$ cat src/rtl/id_operand_scoreboard_if.sv
// -----------------------------------------------------------------------------
// id_operand_scoreboard_if
// Bundles the decode-stage operand-resolution signals: the decode slot,
// regfile read data, bypass sources, long-latency writeback, and the resolved
// operands / stall / fire / stall counter returned by the scoreboard.
//   master : pipeline side (drives decode, regfile, bypass and writeback)
//   slave  : id_operand_scoreboard (returns operands, stall, fire, counter)
// -----------------------------------------------------------------------------
interface id_operand_scoreboard_if #(
   parameter int XLEN          = 64,
   parameter int RF_ADDR_WIDTH = 5,
   parameter int FW_PORTS      = 2,
   parameter int CNT_WIDTH     = 32
);
   // decode slot
   logic                              id_valid;
   logic                              id_ready;
   logic                              id_flush;
   logic [RF_ADDR_WIDTH-1:0]          id_rs1_addr;
   logic [RF_ADDR_WIDTH-1:0]          id_rs2_addr;
   logic                              id_rs1_used;
   logic                              id_rs2_used;
   logic                              id_req_rf;
   logic [RF_ADDR_WIDTH-1:0]          id_rd_addr;
   logic                              id_long_lat;
   // regfile read data
   logic [XLEN-1:0]                   rf_rdata1;
   logic [XLEN-1:0]                   rf_rdata2;
   // bypass sources, index 0 = youngest / highest priority
   logic [FW_PORTS-1:0]               fw_valid;
   logic [FW_PORTS-1:0]               fw_ready;
   logic [FW_PORTS*RF_ADDR_WIDTH-1:0] fw_addr;
   logic [FW_PORTS*XLEN-1:0]          fw_data;
   // long-latency writeback
   logic                              ll_wb_valid;
   logic [RF_ADDR_WIDTH-1:0]          ll_wb_addr;
   logic [XLEN-1:0]                   ll_wb_data;
   // results
   logic [XLEN-1:0]                   id_rs1;
   logic [XLEN-1:0]                   id_rs2;
   logic                              id_stall;
   logic                              id_fire;
   logic [CNT_WIDTH-1:0]              stall_cnt;

   modport master (
      output id_valid, id_ready, id_flush,
      output id_rs1_addr, id_rs2_addr, id_rs1_used, id_rs2_used,
      output id_req_rf, id_rd_addr, id_long_lat,
      output rf_rdata1, rf_rdata2,
      output fw_valid, fw_ready, fw_addr, fw_data,
      output ll_wb_valid, ll_wb_addr, ll_wb_data,
      input  id_rs1, id_rs2, id_stall, id_fire, stall_cnt
   );

   modport slave (
      input  id_valid, id_ready, id_flush,
      input  id_rs1_addr, id_rs2_addr, id_rs1_used, id_rs2_used,
      input  id_req_rf, id_rd_addr, id_long_lat,
      input  rf_rdata1, rf_rdata2,
      input  fw_valid, fw_ready, fw_addr, fw_data,
      input  ll_wb_valid, ll_wb_addr, ll_wb_data,
      output id_rs1, id_rs2, id_stall, id_fire, stall_cnt
   );
endinterface

$ cat src/rtl/id_operand_scoreboard.sv
// -----------------------------------------------------------------------------
// id_operand_scoreboard
// Decode-stage operand resolver. Each source operand is taken from x0 (zero),
// the highest-priority matching bypass port, the long-latency writeback, or
// the regfile, in that order. A per-register busy scoreboard tracks in-flight
// long-latency writers and, together with non-ready bypass matches (load-use),
// produces the decode stall. Stalled valid cycles are counted.
// Ports:
//   clk    : pipeline clock
//   rst_n  : asynchronous active-low reset (clears scoreboard and counter)
//   bus    : slave side of id_operand_scoreboard_if (decode slot, regfile
//            data, bypass ports, ll writeback in; operands/stall/fire/count out)
// -----------------------------------------------------------------------------
module id_operand_scoreboard #(
   parameter int XLEN          = 64,
   parameter int RF_ADDR_WIDTH = 5,
   parameter int FW_PORTS      = 2,
   parameter int CNT_WIDTH     = 32
) (
   input logic                    clk,
   input logic                    rst_n,
   id_operand_scoreboard_if.slave bus
);

   localparam int NUM_REGS = 2**RF_ADDR_WIDTH;

   typedef logic [RF_ADDR_WIDTH-1:0] addr_t;
   typedef logic [XLEN-1:0]          data_t;

   typedef struct packed {
      data_t data;
      logic  hazard;
   } operand_t;

   logic [NUM_REGS-1:0]  busy_q;
   logic [NUM_REGS-1:0]  busy_d;
   logic [CNT_WIDTH-1:0] stall_cnt_q;
   operand_t             op1;
   operand_t             op2;
   logic                 stall;
   logic                 fire;
   logic                 set_busy;

   // Resolve one source. The first matching bypass port decides both data and
   // readiness, so an older ready port can never hide a younger load-use hit.
   // A busy register is only a hazard when nothing in flight supplies it.
   function automatic operand_t resolve(
      input addr_t                             addr,
      input logic                              used,
      input data_t                             rf_data,
      input logic [FW_PORTS-1:0]               fw_valid,
      input logic [FW_PORTS-1:0]               fw_ready,
      input logic [FW_PORTS*RF_ADDR_WIDTH-1:0] fw_addr,
      input logic [FW_PORTS*XLEN-1:0]          fw_data,
      input logic                              ll_valid,
      input addr_t                             ll_addr,
      input data_t                             ll_data,
      input logic [NUM_REGS-1:0]               busy
   );
      operand_t res;
      logic     hit;
      res.data   = rf_data;
      res.hazard = 1'b0;
      hit        = 1'b0;
      if (addr == '0) begin
         res.data = '0;
      end else begin
         for (int i = 0; i < FW_PORTS; i++) begin
            if (!hit && fw_valid[i] &&
                (fw_addr[i*RF_ADDR_WIDTH +: RF_ADDR_WIDTH] == addr)) begin
               hit        = 1'b1;
               res.data   = fw_data[i*XLEN +: XLEN];
               res.hazard = used & ~fw_ready[i];
            end
         end
         if (!hit) begin
            if (ll_valid && (ll_addr == addr)) begin
               res.data = ll_data;
            end else begin
               res.hazard = used & busy[addr];
            end
         end
      end
      return res;
   endfunction

   assign op1 = resolve(bus.id_rs1_addr, bus.id_rs1_used, bus.rf_rdata1,
                        bus.fw_valid, bus.fw_ready, bus.fw_addr, bus.fw_data,
                        bus.ll_wb_valid, bus.ll_wb_addr, bus.ll_wb_data, busy_q);
   assign op2 = resolve(bus.id_rs2_addr, bus.id_rs2_used, bus.rf_rdata2,
                        bus.fw_valid, bus.fw_ready, bus.fw_addr, bus.fw_data,
                        bus.ll_wb_valid, bus.ll_wb_addr, bus.ll_wb_data, busy_q);

   assign stall    = bus.id_valid & (op1.hazard | op2.hazard);
   assign fire     = bus.id_valid & bus.id_ready & ~stall & ~bus.id_flush;
   assign set_busy = fire & bus.id_req_rf & bus.id_long_lat & (bus.id_rd_addr != '0);

   assign bus.id_rs1    = op1.data;
   assign bus.id_rs2    = op2.data;
   assign bus.id_stall  = stall;
   assign bus.id_fire   = fire;
   assign bus.stall_cnt = stall_cnt_q;

   // Scoreboard next state: flush kills everything; otherwise clear on
   // writeback first so a same-cycle re-issue to that rd leaves it busy.
   always_comb begin
      // NOTE: busy_d gets its full default before any branch, so no path
      // leaves it unassigned and no latch is inferred.
      busy_d = busy_q;
      if (bus.id_flush) begin
         busy_d = '0;
      end else begin
         if (bus.ll_wb_valid) busy_d[bus.ll_wb_addr] = 1'b0;
         if (set_busy)        busy_d[bus.id_rd_addr] = 1'b1;
      end
      busy_d[0] = 1'b0;
   end

   always_ff @(posedge clk or negedge rst_n) begin
      if (!rst_n) begin
         // NOTE: the busy array is a small flop bank, not RAM; it must be reset
         // so a reset mid-divide cannot leave a stale writer that stalls forever.
         busy_q      <= '0;
         stall_cnt_q <= '0;
      end else begin
         // NOTE: non-blocking assignments keep every flop sampling pre-edge
         // values regardless of statement order.
         busy_q <= busy_d;
         if (stall && !bus.id_flush) stall_cnt_q <= stall_cnt_q + CNT_WIDTH'(1);
      end
   end

endmodule

$ cat src/flat_wrapper.sv
// flat-port wrapper written by rule: the top's interface ports become plain ports
module id_operand_scoreboard_flat 
#(
   parameter int XLEN          = 64,
   parameter int RF_ADDR_WIDTH = 5,
   parameter int FW_PORTS      = 2,
   parameter int CNT_WIDTH     = 32
)
  (clk, rst_n, bus_id_valid, bus_id_ready, bus_id_flush, bus_id_rs1_addr, bus_id_rs2_addr, bus_id_rs1_used, bus_id_rs2_used, bus_id_req_rf, bus_id_rd_addr, bus_id_long_lat, bus_rf_rdata1, bus_rf_rdata2, bus_fw_valid, bus_fw_ready, bus_fw_addr, bus_fw_data, bus_ll_wb_valid, bus_ll_wb_addr, bus_ll_wb_data, bus_id_rs1, bus_id_rs2, bus_id_stall, bus_id_fire, bus_stall_cnt);
  id_operand_scoreboard_if #(.XLEN(XLEN), .RF_ADDR_WIDTH(RF_ADDR_WIDTH), .FW_PORTS(FW_PORTS), .CNT_WIDTH(CNT_WIDTH)) bus_i ();
  input logic clk;
  input logic rst_n;
  input wire logic [$bits(bus_i.id_valid)-1:0] bus_id_valid;
  input wire logic [$bits(bus_i.id_ready)-1:0] bus_id_ready;
  input wire logic [$bits(bus_i.id_flush)-1:0] bus_id_flush;
  input wire logic [$bits(bus_i.id_rs1_addr)-1:0] bus_id_rs1_addr;
  input wire logic [$bits(bus_i.id_rs2_addr)-1:0] bus_id_rs2_addr;
  input wire logic [$bits(bus_i.id_rs1_used)-1:0] bus_id_rs1_used;
  input wire logic [$bits(bus_i.id_rs2_used)-1:0] bus_id_rs2_used;
  input wire logic [$bits(bus_i.id_req_rf)-1:0] bus_id_req_rf;
  input wire logic [$bits(bus_i.id_rd_addr)-1:0] bus_id_rd_addr;
  input wire logic [$bits(bus_i.id_long_lat)-1:0] bus_id_long_lat;
  input wire logic [$bits(bus_i.rf_rdata1)-1:0] bus_rf_rdata1;
  input wire logic [$bits(bus_i.rf_rdata2)-1:0] bus_rf_rdata2;
  input wire logic [$bits(bus_i.fw_valid)-1:0] bus_fw_valid;
  input wire logic [$bits(bus_i.fw_ready)-1:0] bus_fw_ready;
  input wire logic [$bits(bus_i.fw_addr)-1:0] bus_fw_addr;
  input wire logic [$bits(bus_i.fw_data)-1:0] bus_fw_data;
  input wire logic [$bits(bus_i.ll_wb_valid)-1:0] bus_ll_wb_valid;
  input wire logic [$bits(bus_i.ll_wb_addr)-1:0] bus_ll_wb_addr;
  input wire logic [$bits(bus_i.ll_wb_data)-1:0] bus_ll_wb_data;
  output wire logic [$bits(bus_i.id_rs1)-1:0] bus_id_rs1;
  output wire logic [$bits(bus_i.id_rs2)-1:0] bus_id_rs2;
  output wire logic [$bits(bus_i.id_stall)-1:0] bus_id_stall;
  output wire logic [$bits(bus_i.id_fire)-1:0] bus_id_fire;
  output wire logic [$bits(bus_i.stall_cnt)-1:0] bus_stall_cnt;
  assign bus_i.id_valid = bus_id_valid;
  assign bus_i.id_ready = bus_id_ready;
  assign bus_i.id_flush = bus_id_flush;
  assign bus_i.id_rs1_addr = bus_id_rs1_addr;
  assign bus_i.id_rs2_addr = bus_id_rs2_addr;
  assign bus_i.id_rs1_used = bus_id_rs1_used;
  assign bus_i.id_rs2_used = bus_id_rs2_used;
  assign bus_i.id_req_rf = bus_id_req_rf;
  assign bus_i.id_rd_addr = bus_id_rd_addr;
  assign bus_i.id_long_lat = bus_id_long_lat;
  assign bus_i.rf_rdata1 = bus_rf_rdata1;
  assign bus_i.rf_rdata2 = bus_rf_rdata2;
  assign bus_i.fw_valid = bus_fw_valid;
  assign bus_i.fw_ready = bus_fw_ready;
  assign bus_i.fw_addr = bus_fw_addr;
  assign bus_i.fw_data = bus_fw_data;
  assign bus_i.ll_wb_valid = bus_ll_wb_valid;
  assign bus_i.ll_wb_addr = bus_ll_wb_addr;
  assign bus_i.ll_wb_data = bus_ll_wb_data;
  assign bus_id_rs1 = bus_i.id_rs1;
  assign bus_id_rs2 = bus_i.id_rs2;
  assign bus_id_stall = bus_i.id_stall;
  assign bus_id_fire = bus_i.id_fire;
  assign bus_stall_cnt = bus_i.stall_cnt;
  id_operand_scoreboard #(.XLEN(XLEN), .RF_ADDR_WIDTH(RF_ADDR_WIDTH), .FW_PORTS(FW_PORTS), .CNT_WIDTH(CNT_WIDTH)) u_core (.clk(clk), .rst_n(rst_n), .bus(bus_i));
endmodule
$ cat config.mk
export PLATFORM = sky130hd
export DESIGN_NAME = id_operand_scoreboard_flat
export DESIGN_NICKNAME = d
export VERILOG_FILES = /design/src/rtl/id_operand_scoreboard_if.sv /design/src/rtl/id_operand_scoreboard.sv /design/src/flat_wrapper.sv
export SDC_FILE = /design/constraint.sdc
export NUM_CORES = 1
export LEC_CHECK = 0
export ABC_AREA = 0
export CAP_MARGIN = 15
export CORE_AREA = 10 10 198 200
export CTS_CLUSTER_SIZE = 40
export DETAILED_ROUTE_END_ITERATION = 10
export DIE_AREA = 0 0 208 210
export HOLD_SLACK_MARGIN = 0.15
export RECOVER_POWER = 25
export SYNTH_ARGS = -nofsm -noshare
export SYNTH_HDL_FRONTEND = slang
export SYNTH_SLANG_ARGS = --single-unit
$ cat constraint.sdc
create_clock -name clk -period 5.9 [get_ports clk]
set_clock_uncertainty 0.1 [all_clocks]
set_input_delay 1.77 -clock clk [delete_from_list [all_inputs] [get_ports clk]]
set_output_delay 1.77 -clock clk [all_outputs]
set_load 0.03 [all_outputs]
---- Yosys cells after proc, flatten, opt, wreduce, memory -nomap -nowiden ----
Cells that the tools add are included.
operators by class
  add/subtract/negate cells ............... 1
  $lt $le $gt $ge ......................... 6
  equal/unequal tests ..................... 6
  multiplexer cells ....................... 34
  bitwise logic cells ..................... 21
  reduce and logical (&&, ||, !) cells .... 17
operators with widths
  operator               number
  $mux 65                6
  $mux 64                4
  $mux 32                4
  $add 32x1->32 const B  1
  $and 32x32->32         1
  $not 32->32            1
  $or 32x32->32          1
  $eq 5x5->1             6
  $lt 5x6->1 const B     4
  $mux 1                 16
  $and 1x1->1            13
  $logic_and 1x1->1      11
  $bmux 1 s5             2
  $demux 1 s5            2
  $ge 5x1->1 const B     2
  $logic_not 5->1        2
  $reduce_bool 5->1      1
  $not 1->1              4
  $logic_not 1->1        3
  $or 1x1->1             1
word-level totals
  flip-flop bits (word level) ............. 63

---- Logic depth before layout (Yosys ltp) ----
  depth after elaboration ................. 21
  depth in mapped cells ................... 11

---- Worst setup path before layout ----
OpenSTA, ideal clock, no wires.
  path type ............................... input-to-output
  from .................................... input port bus_id_rs2_addr[4]
  to ...................................... output port bus_id_rs2[27]
  data arrival time ....................... 3.973 ns
  data required time ...................... 4.030 ns
  slack ................................... 0.057 ns
  cell stages on the path ................. 11
  path buffers ............................ 4
  path through ............................ buf_4 xor2_1 nor4_1 and3_1 clkbuf_1 buf_1 buf_2 mux2i_1 nand2_1 o211ai_1 a21oi_1
on the way
  word-level cells in the longest chain between the ends .. 11
  elaborated cells on any way between the ends .. 18
ends and longest elaborated chain
  item                                      RTL line                                                  text
  from (decl)                               flat_wrapper.sv:17                                        input wire logic [$bits(bus_i.id_rs2_addr)-1:0] bus_id_rs2_addr;
  $eq 5x5->1                                id_operand_scoreboard.sv:70                               (fw_addr[i*RF_ADDR_WIDTH +: RF_ADDR_WIDTH] == addr)) begin
  $logic_and 1x1->1                         id_operand_scoreboard.sv:69                               if (!hit && fw_valid[i] &&
  $mux 1                                    id_operand_scoreboard.sv:69
  $mux 1                                    id_operand_scoreboard.sv:65                               if (addr == '0) begin
  $logic_not 1->1                           id_operand_scoreboard.sv:69
  $logic_and 1x1->1 (2 in series)           id_operand_scoreboard.sv:69
  $mux 65 / $mux 1 (equally long branches)  id_operand_scoreboard.sv:69
  $mux 64 / $mux 1 (equally long branches)  id_operand_scoreboard.sv:77, id_operand_scoreboard.sv:65
  $mux 65                                   id_operand_scoreboard.sv:76                               if (!hit) begin
  $mux 64 *                                 id_operand_scoreboard.sv:65
  to (decl)                                 flat_wrapper.sv:33                                        output wire logic [$bits(bus_i.id_rs2)-1:0] bus_id_rs2;
Every way passes the cells marked *; elsewhere a longest branch is shown, timed or not. The select of a mux whose other input is x is not followed.

---- Worst setup path in the final report ----
  from .................................... input port bus_ll_wb_addr[0]
  to ...................................... output port bus_id_rs1[19]
on the way
  word-level cells in the longest chain between the ends .. 5
ends and longest elaborated chain
  item               RTL line                     text
  from (decl)        flat_wrapper.sv:30           input wire logic [$bits(bus_i.ll_wb_addr)-1:0] bus_ll_wb_addr;
  $eq 5x5->1         id_operand_scoreboard.sv:77  if (ll_valid && (ll_addr == addr)) begin
  $logic_and 1x1->1  id_operand_scoreboard.sv:77
  $mux 64            id_operand_scoreboard.sv:77
  $mux 65            id_operand_scoreboard.sv:76
  $mux 64            id_operand_scoreboard.sv:65
  to (decl)          flat_wrapper.sv:32           output wire logic [$bits(bus_i.id_rs1)-1:0] bus_id_rs1;
No other way between the ends.

==> results.sh <==
export IMPL_synth_seq_cells=63
export IMPL_cp_end_kind="output port"
export IMPL_peakVddDrop_mv=0.158
export IMPL_fmaxAchievable_mhz=171
export IMPL_grtUsageTotal_pct=26.2
export IMPL_status="complete, but fails checks"
export IMPL_hold_path_class="register to register"
export IMPL_hold_viol_final=0
export IMPL_core_mm2=0.0352
export IMPL_start_util_pct=24.1
export IMPL_startpoint_type="input port"
export IMPL_syn_nets=1535
export IMPL_drive_above_1_share_pct=24.0
export IMPL_rr_startpoint="u_core.busy_q[12]$_DFF_PN0_"
export IMPL_cp_common_cell="buf_12"
export IMPL_crit_chain="dlygate4sd2_1 -> xor2_1 -> nor4_1 -> and3_1 -> nor3b_4 -> buf_12 -> buf_12 -> bufbuf_16 -> a21oi_1 -> nor2_1 -> buf_12"
export IMPL_grt_overflow=0
export IMPL_async_reset_ff_share_pct=100
export IMPL_yosysWarningCount=0
export IMPL_antenna_found_initial=47
export IMPL_clkLatencyLatePin_ns=0.33
export IMPL_netlist_instances=1170
export IMPL_die_area_mm2=0.0437
export IMPL_cap_violations=1
export IMPL_place_area_mm2=0.0154
export IMPL_final_area_mm2=0.0164
export IMPL_ant_nets=0
export IMPL_drv_slew=43
export IMPL_rr_endpoint="u_core.busy_q[12]$_DFF_PN0_"
export IMPL_synth_flop_cell="dfrtp_1"
export IMPL_vias_per_cell=5.36
export IMPL_drt_initial_drc_count=841
export IMPL_min_to="u_core.bus.stall_cnt[31]$_DFFE_PN0P_"
export IMPL_min_delay_start="u_core.bus.stall_cnt[31]$_DFFE_PN0P_"
export IMPL_vias=11967
export IMPL_portBuffers=525
export IMPL_fin_tns_setup_ns=0
export IMPL_slew_headroom_pct=-49.7
export IMPL_cp_arrival_ns=3.98
export IMPL_rsz0062_at_grt="yes"
export IMPL_rr_worst_depth=8
export IMPL_grt_pass1_vias=11672
export IMPL_avgSynthCellArea_um2=7.24
export IMPL_violations="max-capacitance violations, max-slew violations"
export IMPL_synth_distinct_cells=52
export IMPL_grt_max_degree=59
export IMPL_final_period_utilization_pct=99.2
export IMPL_die_w_um=208
export IMPL_synth_top_area_share_pct=18.6
export IMPL_yosys_area_top_type="dfrtp_1"
export IMPL_p_leak_nw=6.56
export IMPL_slowest_delay_ns=0.28
export IMPL_finalSetupViolCount=0
export IMPL_synth_area_leaders="dfrtp_1, mux2i_1, a21oi_1"
export IMPL_worstSetupPathType="input port to output port"
export IMPL_layout_commonest_cell="clkdlybuf4s50_1"
export IMPL_crit_start="bus_ll_wb_addr[0]"
export IMPL_path_max_fanout=8
export IMPL_synth_seq_area_share_pct=18.6
export IMPL_cts_buffers=9
export IMPL_drcViolationCount=0
export IMPL_clock_sinks=63
export IMPL_dr_pass1_iters=5
export IMPL_cts_root_buffer="clkbuf_16"
export IMPL_worst_pin_slew_ns=2.25
export IMPL_clock_path_buffers=2
export IMPL_grt_pass1_wl_mm=86.1
export IMPL_layout_nets=2115
export IMPL_crit_slowest_cell="dlygate4sd2_1"
export IMPL_wirelength_mm=61.8
export IMPL_r2r_slack_ns=2.72
export IMPL_final_cell_mix="clkdlybuf4s50_1, buf_4, nand2_1"
export IMPL_core_rowCount=69
export IMPL_cts_clk_slew_worst_paths_ns=0.05
export IMPL_critical_path_required_ns=4.03
export IMPL_ioPinCount=526
export IMPL_syn_area_mm2=0.00847
export IMPL_hold_depth=1
export IMPL_dp_hpwl_mm=50.6
export IMPL_die_h_um=210
export IMPL_synth_edf_count=0
export IMPL_htree_levels=3
export IMPL_layout_min_cycle_time_ns=5.85
export IMPL_power_density_mw_per_mm2=132
export IMPL_gp_congestion=0.998
export IMPL_wl_per_cell_um=27.7
export IMPL_synthToLayoutAreaGrowth_pct=93.8
export IMPL_cts_tree="done"
## cell families (layout without fill, tap and decap cells)
family                   Yosys count  count (layout)  share of synthesized area [%]
multiplexers                     153             153                           19.5
XOR/XNOR                          61              61                           6.31
AND/OR/NAND/NOR                  455             455                           26.0
AO/OA/AOI/OAI                    317             317                           23.1
other                              0              18                              0
flip-flops                        63              63                           18.6
adder cells (fa/ha/maj)            1               1                          0.148
buffers and inverters            120             704                           6.31
## worst max-delay path: cells and delay by family
family                 cells  cell delay [ns]
buffers and inverters      5             1.04
AND/OR/NAND/NOR            4             0.92
XOR/XNOR                   1             0.18
AO/OA/AOI/OAI              1             0.06
## metrics by stage
stage / hold WS (ns) / utilization, % / total power, mW / setup slack (ns) / instances
floorplan: 0.387 / - / 0.963 / 0.0565 / 1170
global placement: 0.365 / 43.7 / 1.64 / -0.334 / 2178
detailed placement: 0.359 / 43.7 / 1.65 / -0.353 / 2178
CTS: 0.378 / 45.6 / 2.15 / 0.00370 / 2209
global route: 0.390 / 46.6 / 2.25 / -0.0287 / 2229
finish: 0.364 / 46.6 / 2.16 / 0.0464 / 2233
## final cells by class
| class | instances | area (um2) |
|---|---|---|
| Fill cell | 3425 | 18800 |
| Timing Repair Buffer | 681 | 7180 |
| Multi-Input combinational cell | 987 | 6750 |
| Sequential cell | 63 | 1580 |
| Tap cell | 461 | 577 |
| Clock buffer | 10 | 229 |
| Antenna cell | 18 | 45.0 |
| Clock inverter | 5 | 36.3 |
| Inverter | 8 | 30.0 |
## registers in the layout (all words and copies together), names as in the netlist
signal / flops
u_core.bus.stall_cnt: 32
u_core.busy_q: 31
## power breakdown
part           total [mW]  switching [mW]  internal, mW  leakage (nW)
sequential          0.479          0.0304         0.449         0.857
clock               0.476           0.195         0.281         0.121
combinational        1.20           0.607         0.598          5.58
## what timing repair did
action	in CTS	in global routing
setup buffers	10	5
endpoints found under the hold margin	0	0
gates cloned	6	2
hold buffers	0	0
pin swaps	27	27
endpoints found under the setup margin	130	74
gates resized for setup	89	81
## cells in the mapped netlist, types with 2 or more instances
cell and instances:
nor4b_1 2, nor2_1 140, mux4_2 9, and4_1 2
inv_1 8, xnor2_1 9, buf_6 4, nand2b_1 2
o2111ai_1 2, nor2b_1 25, nor4_1 18, nand2_1 160
buf_1 7, or3b_2 3, a221oi_1 2, o211ai_1 64
o22ai_1 2, nand3_1 23, buf_2 24, or4_1 2
a211oi_1 65, clkbuf_1 70, nand4_1 9, nor3b_1 5
mux2i_1 137, nand3b_1 23, dfrtp_1 63, and4b_1 3
a21oi_1 129, or3_1 2, mux2_2 7, nor4_2 6
and3_1 10, nor3_1 12, buf_4 6, xor2_1 52
o21ai_0 48
## per-layer routing
layer | track usage (%) | vias up | share of wire [%]
met1 | 32.0 | 5713 | 40
met3 | 11.0 | 134 | 11
met4 | 8.20 | 46 | 2.7
li1 | - | 5422 | -
met2 | 40.9 | 652 | 46
met5 | 0 | - | 0.50
## how the worst max path moves through the flow
| stage | end | slack, ns |
|---|---|---|
| 2_1_floorplan | bus_id_rs2[27] | 0.06 |
| 3_3_place_gp | bus_id_fire | -0.33 |
| 3_5_place_dp | bus_id_rs1[19] | -0.35 |
| 4_1_cts | bus_id_rs1[31] | 0.004 |
| 5_1_grt | bus_id_fire | -0.03 |
| 6_report | bus_id_rs1[19] | 0.05 |
(Power assumes the default switching activity.)
